<file path="config.mk">
export PLATFORM = sky130hd
export DESIGN_NAME = axis_i2s_slave
export DESIGN_NICKNAME = d
export VERILOG_FILES = /design/src/rtl/axis_i2s_slave.sv
export SDC_FILE = /design/constraint.sdc
export NUM_CORES = 1
export LEC_CHECK = 0
export BUFFER_PORTS_ARGS = -buffer_cell sky130_fd_sc_hd__buf_4
export CORE_MARGIN = 8
export CORE_UTILIZATION = 59
export DETAILED_ROUTE_END_ITERATION = 8
export PLACE_DENSITY = 0.84
export SYNTH_ARGS = -nofsm -noshare
export SYNTH_HDL_FRONTEND = slang
export SYNTH_SLANG_ARGS = --single-unit
export TNS_END_PERCENT = 10
</file>
<file path="constraint.sdc">
create_clock -name i_clk -period 2.9 [get_ports i_clk]
set_input_delay 0 -clock i_clk [delete_from_list [all_inputs] [get_ports i_clk]]
set_output_delay 0 -clock i_clk [all_outputs]
set_load 0.05 [all_outputs]
</file>
<file path="src/rtl/axis_i2s_slave.sv">
// I2S slave transceiver: external SCLK/LRCK are oversampled on i_clk; RX and TX move as 2-word AXIS packets.
// Optional define I2S_FRAME_CHECK_EN adds slot-length checking with a sticky o_frame_err.
module axis_i2s_slave #(
  parameter int DATA_BITS = 24,
  parameter int SLOT_BITS = 32
) (
  input  logic        i_clk,
  input  logic        i_rst_n,
  input  logic        i2s_sclk,
  input  logic        i2s_lrck,
  input  logic        i2s_sdin,
  output logic        i2s_sdout,
  output logic [31:0] axis_m_data,
  output logic        axis_m_vld,
  input  logic        axis_m_rdy,
  output logic        axis_m_last,
  input  logic [31:0] axis_s_data,
  input  logic        axis_s_vld,
  output logic        axis_s_rdy,
  input  logic        axis_s_last,
  output logic        o_overrun,
  output logic        o_underrun,
  output logic        o_frame_err
);

  if (DATA_BITS < 8 || DATA_BITS > 32 || SLOT_BITS < 2 || SLOT_BITS > 64) begin : g_bad_param
    $error("axis_i2s_slave: unsupported DATA_BITS/SLOT_BITS");
  end

  localparam logic [5:0] DB6 = 6'(DATA_BITS);

  typedef enum logic {ST_UNSYNC = 1'b0, ST_RUN = 1'b1} state_t;

  state_t state_q, state_d;

  logic [2:0]           sclk_sync;
  logic [1:0]           lrck_sync;
  logic [1:0]           sdin_sync;
  logic                 sclk_rise, sclk_fall;
  logic                 lr_smp, sd_smp;
  logic                 lr_q;
  logic                 lr_chg, frame_edge;
  logic [5:0]           bit_cnt_q, bit_cnt_d;
  logic                 cap_en;
  logic [DATA_BITS-1:0] sr_l, sr_r;
  logic                 do_frame;
  logic                 slot_bad;

  logic [DATA_BITS-1:0] hold_l, hold_r;
  logic                 m_vld_q, m_last_q;
  logic                 overrun_q;
  logic [31:0]          m_word;

  logic [DATA_BITS-1:0] buf_l, buf_r;
  logic                 buf_full_q, buf_full_d;
  logic                 s_rdy_q;
  logic                 s_accept;
  logic                 underrun_q;
  logic [DATA_BITS-1:0] tx_l, tx_r;
  logic [DATA_BITS-1:0] tx_word, tx_shift;
  logic                 sdout_q;
  logic                 unused_s_data;

  // sclk_sync[1] is the synchronized level, sclk_sync[2] its history for edge detect
  assign sclk_rise  = sclk_sync[1] & ~sclk_sync[2];
  assign sclk_fall  = ~sclk_sync[1] & sclk_sync[2];
  assign lr_smp     = lrck_sync[1];
  assign sd_smp     = sdin_sync[1];
  assign lr_chg     = sclk_rise && (lr_smp != lr_q);
  assign frame_edge = lr_chg && lr_q && !lr_smp;

  always_comb begin
    bit_cnt_d = bit_cnt_q;
    if (sclk_rise) begin
      if (lr_chg)                  bit_cnt_d = '0;
      else if (bit_cnt_q != 6'd63) bit_cnt_d = bit_cnt_q + 6'd1;
    end
  end

  // bit 0 of each half is the I2S delay bit; data bits sit at counts 1..DATA_BITS
  assign cap_en = sclk_rise && !lr_chg && (bit_cnt_d != 6'd0) && (bit_cnt_d <= DB6);

  always_ff @(posedge i_clk or negedge i_rst_n) begin
    if (!i_rst_n) begin
      sclk_sync <= '0;
      lrck_sync <= '0;
      sdin_sync <= '0;
      lr_q      <= 1'b0;
      bit_cnt_q <= '0;
      sr_l      <= '0;
      sr_r      <= '0;
    end else begin
      sclk_sync <= {sclk_sync[1:0], i2s_sclk};
      lrck_sync <= {lrck_sync[0], i2s_lrck};
      sdin_sync <= {sdin_sync[0], i2s_sdin};
      bit_cnt_q <= bit_cnt_d;
      if (sclk_rise) lr_q <= lr_smp;
      if (cap_en) begin
        if (lr_smp) sr_r <= {sr_r[DATA_BITS-2:0], sd_smp};
        else        sr_l <= {sr_l[DATA_BITS-2:0], sd_smp};
      end
    end
  end

`ifdef I2S_FRAME_CHECK_EN
  localparam logic [6:0] SLOT7 = 7'(SLOT_BITS);
  logic frame_err_q;

  // rises in the finished half = delay bit + bit_cnt increments
  assign slot_bad = lr_chg && (state_q == ST_RUN) && (({1'b0, bit_cnt_q} + 7'd1) != SLOT7);

  always_ff @(posedge i_clk or negedge i_rst_n) begin
    if (!i_rst_n)      frame_err_q <= 1'b0;
    else if (slot_bad) frame_err_q <= 1'b1;
  end

  assign o_frame_err = frame_err_q;
`else
  assign slot_bad    = 1'b0;
  assign o_frame_err = 1'b0;
`endif

  always_ff @(posedge i_clk or negedge i_rst_n) begin
    if (!i_rst_n) state_q <= ST_UNSYNC;
    else          state_q <= state_d;
  end

  // first 1->0 LRCK edge only aligns; later ones close a frame
  always_comb begin
    state_d  = state_q;
    do_frame = 1'b0;
    case (state_q)
      ST_UNSYNC: if (frame_edge) state_d = ST_RUN;
      ST_RUN: begin
        if (slot_bad)        state_d  = ST_UNSYNC;
        else if (frame_edge) do_frame = 1'b1;
      end
      default: state_d = ST_UNSYNC;
    endcase
  end

  always_ff @(posedge i_clk or negedge i_rst_n) begin
    if (!i_rst_n) begin
      hold_l    <= '0;
      hold_r    <= '0;
      m_vld_q   <= 1'b0;
      m_last_q  <= 1'b0;
      overrun_q <= 1'b0;
    end else begin
      overrun_q <= do_frame && m_vld_q;
      if (do_frame && !m_vld_q) begin
        hold_l   <= sr_l;
        hold_r   <= sr_r;
        m_vld_q  <= 1'b1;
        m_last_q <= 1'b0;
      end else if (m_vld_q && axis_m_rdy) begin
        if (!m_last_q) begin
          m_last_q <= 1'b1;
        end else begin
          m_vld_q  <= 1'b0;
          m_last_q <= 1'b0;
        end
      end
    end
  end

  always_comb begin
    m_word                = '0;
    m_word[DATA_BITS-1:0] = m_last_q ? hold_r : hold_l;
  end

  assign s_accept      = axis_s_vld && s_rdy_q;
  assign unused_s_data = ^axis_s_data;

  // rdy is only high while the buffer is empty, so accept and frame load never collide
  always_comb begin
    buf_full_d = buf_full_q;
    if (do_frame && buf_full_q)   buf_full_d = 1'b0;
    if (s_accept && axis_s_last)  buf_full_d = 1'b1;
  end

  always_ff @(posedge i_clk or negedge i_rst_n) begin
    if (!i_rst_n) begin
      buf_l      <= '0;
      buf_r      <= '0;
      buf_full_q <= 1'b0;
      s_rdy_q    <= 1'b0;
      tx_l       <= '0;
      tx_r       <= '0;
      underrun_q <= 1'b0;
    end else begin
      buf_full_q <= buf_full_d;
      s_rdy_q    <= (state_d == ST_RUN) && !buf_full_d;
      underrun_q <= do_frame && !buf_full_q;
      if (s_accept) begin
        if (axis_s_last) buf_r <= axis_s_data[DATA_BITS-1:0];
        else             buf_l <= axis_s_data[DATA_BITS-1:0];
      end
      if (do_frame) begin
        if (buf_full_q) begin
          tx_l <= buf_l;
          tx_r <= buf_r;
        end else begin
          tx_l <= '0;
          tx_r <= '0;
        end
      end
    end
  end

  // shifting left by the bit count puts bit DATA_BITS-1-n at the top; counts past the word give 0
  always_comb begin
    tx_word  = lr_q ? tx_r : tx_l;
    tx_shift = tx_word << bit_cnt_q;
  end

  always_ff @(posedge i_clk or negedge i_rst_n) begin
    if (!i_rst_n)                sdout_q <= 1'b0;
    else if (state_q != ST_RUN)  sdout_q <= 1'b0;
    else if (sclk_fall)          sdout_q <= tx_shift[DATA_BITS-1];
  end

  assign i2s_sdout   = sdout_q;
  assign axis_m_data = m_word;
  assign axis_m_vld  = m_vld_q;
  assign axis_m_last = m_last_q;
  assign axis_s_rdy  = s_rdy_q;
  assign o_overrun   = overrun_q;
  assign o_underrun  = underrun_q;

endmodule

</file>
======== After elaboration in Yosys (flattened, before gate mapping) ========
Cells that the tools add are included.
operators by class
  order comparisons ....................... 1
  shift operators ......................... 1
  equality and inequality tests ........... 3
  bitwise gates (word level) .............. 7
  add/sub/neg operators ................... 1
  reductions and logical operators ........ 27
  multiplexer cells ....................... 20
operators by type and width
  operator               number
  $mux W24               4
  $shl A24 B6 Y24        1
  $mux W6                3
  $logic_and A1 B1 Y1    14
  $mux W1                12
  $reduce_and A2 Y1      5
  $add A6 B1 Y6 const B  1
  $le A6 B5 Y1 const B   1
  $ne A6 B6 Y1 const B   1
  $reduce_bool A6 Y1     1
  $logic_not A1 Y1       5
  $not A1 Y1             5
  $reduce_bool A2 Y1     2
  $and A1 B1 Y1          2
  $ne A2 B1 Y1 const B   1
  $pmux W1 S2            1
  $ne A1 B1 Y1           1
word-level totals
  flip-flop bits (word level) ............. 214

======== Logic depth before layout (Yosys ltp) ========
  word-level depth ........................ 12
  gate-level depth with buffers ........... 8
  depth with buffers taken out ............ 7

======== Least setup slack after synthesis ========
OpenSTA, ideal clock, no wires.
  path kind ............................... flip-flop to flip-flop
  start ................................... register bit_cnt_q[0]
  end ..................................... register sr_l[10]
  path buffers ............................ 1
  setup slack ............................. 432 ps
  arrival ................................. 2343 ps
  clock period less this slack ............ 2468 ps
  library setup time ...................... 125 ps
  stages on the path, launching flop included .. 9
  cells stage by stage .................... dfrtp_1 -> ha_1 -> or2b_1 -> o2111a_1 -> nor3_1 -> a211oi_2 -> nor4b_4 -> buf_6 -> mux2_4
on the way
  longest elaborated chain between the ends .. 8
ends and longest elaborated chain
  item                                                                  line  source
  start: declaration                                                    43    logic [5:0] bit_cnt_q, bit_cnt_d;
  start signal: assignment                                              96    bit_cnt_q <= bit_cnt_d;
  $add A6 B1 Y6 or $ne A6 B6 Y1 (tied branches)                         76    else if (bit_cnt_q != 6'd63) bit_cnt_d = bit_cnt_q + 6'd1;
  $mux W6                                                               76
  $mux W6                                                               75    if (lr_chg) bit_cnt_d = '0;
  $mux W6 (*)                                                           74    if (sclk_rise) begin
  parallel branches: the longest is 2 deep, another holds $le A6 B5 Y1  -
  $logic_and A1 B1 Y1 (*)                                               81    assign cap_en = sclk_rise && !lr_chg && (bit_cnt_d != 6'd0) && (bit_cnt_d <= DB6);
  $reduce_and A2 Y1 (no line) (*)                                       -
  end signal: assignment                                                100   else sr_l <= {sr_l[DATA_BITS-2:0], sd_smp};
  end: declaration                                                      45    logic [DATA_BITS-1:0] sr_l, sr_r;
Every way passes the cells marked *.
A chain may end at the register's enable or synchronous reset.

======== Worst setup path in the final report ========
  start ................................... register bit_cnt_q[0]
  end ..................................... register sr_l[1]
The elaborated chain is that of the path after synthesis.

==> flow_summary_export.csv <==
group,metric,value,unit
pwr,switching_share,28.54,%
floorplanning,fp.dieArea,19560,µm²
pwr,pwr-share-seq,46.2,%
global_routing,first_global_vias,6019,
clocking,cts_made_buffers,23,
clocking,cts_resized,0,
final_layout,antenna_cells,0,
final_layout,final_common_cell,"dfrtp_1",
worst_hold_path,hold_path_class,"primary input to register",
timing,maxSlewViolCount,0,
floorplanning,ios,79,
detailed_routing,drtAntennaViolNets,0,
worst_setup_path,required,3270,ps
timing,timing.setup.tns,0,ps
worst_setup_path,cp-start-kind,"register",
worst_setup_path,cp.arrival,3130,ps
worst_setup_path,worst_path_largest_cell_delay,380,ps
timing,finalSetupViolCount,0,
final_layout,final_cell_mix,"dfrtp_1, mux2_2, nand2_1",
logic_synthesis,synthesis.area,9051,µm²
worst_setup_path,endpoint_kind,"register",
clocking,cts_tree,"done",
floorplanning,core_area,15090,µm²
pwr,fin_total_pwr,8.913,mW
global_routing,grt_usage,18.66,%
final_layout,area_delta_synth_final,18.26,%
pwr,p_comb_share,21.2,%
placement,place_area,9663,µm²
floorplanning,dieHeight,139.9,µm
detailed_routing,drc_errors,0,
logic_synthesis,yosys_warnings,0,
logic_synthesis,synth_edf_count,0,
worst_hold_path,whs_path_depth,4,
pwr,clockPowerShare,32.6,%
run,drv_cap,0,
final_layout,layout-drive-gt1-share,37.47,%
global_routing,overflow,0,
global_routing,antenna_found_initial,0,
final_layout,layout.nets,809,
worst_setup_path,cp_max_fo,24,
logic_synthesis,synth_cell_type_count,47,
worst_setup_path,crit_slowest_cell,"dfrtp_1",
clocking,postCtsSetupRepairBufs,0,
clocking,cts_root_buffer,"clkbuf_16",
detailed_routing,wl,17950,µm
worst_setup_path,reg2reg_depth,8,
timing,relSlewSlack,53.95,%
logic_synthesis,ys_seq_area_share,59.17,%
timing,timing.hold.ws,33.39,ps
timing,worstMarginPinSlew,690.7,ps
pwr,ir_drop,698.4,µV
run_status,outcome,"finished clean",
pwr,powerDensity,832.7,nW/µm²
worst_setup_path,criticalPathCategory,"register to register",
clocking,postCtsHoldBufs,29,
timing,timing.fmax,362.9,MHz
timing,min_period_over_period,95.03,%
global_routing,grt_first_pass_wirelength,30030,µm
timing,hold_viol_final,0,
clocking,clk_path_buf_depth,3,
detailed_routing,drt-vias-per-instance,5.666,
clocking,htreeDepth,1,
global_routing,grt_max_degree,91,
clocking,clock_latency,500,ps
pwr,p_leak,5.203,nW
detailed_routing,vias,5496,
placement,port_buffers,61,
logic_synthesis,syn_inst,681,
clocking,clk_transition_reported_paths,60,ps
logic_synthesis,async_flop_share,100.0,%
floorplanning,die_x,139.9,µm
detailed_routing,dr.first_iter.drc_count,253,
timing,fin_worst_skew,15.19,ps
placement,gp_congestion,0.8728,
pwr,p_sw,2.543,mW
detailed_routing,wl_per_cell,18.50,µm
floorplanning,fp-row-count,45,
floorplanning,start_util,59.98,%
placement,dp_hpwl,11030,µm
detailed_routing,drtPass1Iterations,4,
logic_synthesis,ys_ff_latch,214,
timing,post-route-min-period,2756,ps
pwr,p_int,6.369,mW
logic_synthesis,syn_avg_cell_area,13.29,µm²
worst_setup_path,crit_chain,"ha_1, nand4_1, o2111a_1, nor3_1, a211oi_2, nor4b_4, buf_12, mux2_2",
timing,rsz0062_at_grt,"no",
final_layout,final_area,10700,µm²
clocking,cts_sinks,214,
logic_synthesis,synth_ff_type,"dfrtp_1",
-- routing by layer --
metal  GRT usage [%]  routed length, µm
met1           22.59               7418
met4           5.429                414
met2           33.10               9274
met5               0                  0
met3           3.728                840
-- path summary, 6_finish.rpt --
path | from | to | slack, ps
worst max-delay path | bit_cnt_q[0] | sr_l[1] | 140
worst min-delay path | axis_s_vld | buf_full_q | 30
worst max register to register | bit_cnt_q[0] | sr_l[1] | 140
worst min register to register | sdin_sync[0] | sdin_sync[1] | 360
max in group asynchronous | i_rst_n | buf_r[8] | 1820
min in group asynchronous | i_rst_n | hold_r[22] | 120
-- Yosys cell counts (2+ instances only) --
cell type / number / area, µm²
and4_4: 2 / 22.52
nand3_1: 9 / 45.04
buf_4: 11 / 82.58
nand4_1: 3 / 18.77
mux2_4: 20 / 300.3
a22oi_1: 3 / 22.52
nor2b_1: 3 / 18.77
a21oi_1: 7 / 35.03
nor2_1: 7 / 26.28
buf_6: 6 / 67.56
inv_1: 6 / 22.52
a31oi_1: 5 / 31.28
a21o_1: 3 / 22.52
and2_1: 2 / 12.51
nand2_1: 110 / 412.9
mux2_2: 147 / 1655
buf_2: 3 / 15.01
dfrtp_1: 214 / 5355
buf_1: 3 / 11.26
mux4_2: 11 / 247.7
clkbuf_1: 27 / 101.4
o21ai_0: 53 / 265.3
nand2b_1: 2 / 12.51
-- sequential cells by signal (all words and copies together), names as in the netlist, 2 cells and up --
register   flops
sr_l          24
lrck_sync      2
sdin_sync      2
sr_r          24
buf_r         24
bit_cnt_q      6
tx_r          24
sclk_sync      3
buf_l         24
hold_r        24
tx_l          24
hold_l        24
-- layout make-up --
| class | count | area [µm²] |
|---|---|---|
| well taps | 188 | 235.2 |
| flip-flops and latches | 214 | 5355 |
| inverters | 6 | 22.52 |
| repair buffers | 104 | 909.6 |
| clock buffers | 34 | 646.9 |
| clock inverters | 5 | 103.9 |
| fillers | 962 | 4385 |
| multi-input cells | 419 | 3431 |
-- cells by family (layout without fill, tap and decap cells) --
kind of cell,after synthesis,count (layout),synth area share [%]
XOR/XNOR,2,2,0.1936
AND/OR/NAND/NOR,149,149,7.493
other,1,9,0.04143
adder cells (fa/ha/maj),1,1,0.1382
AO/OA/AOI/OAI,78,78,4.894
multiplexers,180,180,24.76
buffers and inverters,56,149,3.318
flip-flops,214,214,59.17
-- power groups by stage --
| stage | clock network (mW) | logic [mW] | registers (mW) |
|---|---|---|---|
| final | 2.91 | 1.89 | 4.12 |
| after global routing | 3.08 | 2.09 | 4.20 |
| after CTS | 2.95 | 1.89 | 4.11 |
| after detailed placement | 0 | 1.84 | 4.15 |
| after global placement | 0 | 1.74 | 4.08 |
| after floorplan | 0 | 1.37 | 4.05 |
-- critical path: cells and delay by family, from the launching register on --
family / cells / cell delay (ps)
adder cells (fa/ha/maj): 1 / 280
multiplexers: 1 / 370
buffers and inverters: 1 / 250
AO/OA/AOI/OAI: 2 / 490
flip-flops: 1 / 380
AND/OR/NAND/NOR: 3 / 850
-- metrics by stage --
| stage | utilization [%] | instances | setup WS (ps) |
|---|---|---|---|
| detailed placement | 64.04 | 902 | 261.0 |
| global placement | 64.04 | 902 | 377.2 |
| floorplan | - | 689 | 432.2 |
| finish | 70.94 | 970 | 144.1 |
| global route | 70.94 | 970 | 74.87 |
| CTS | 70.94 | 970 | 200.9 |
(Power assumes the default switching activity.)
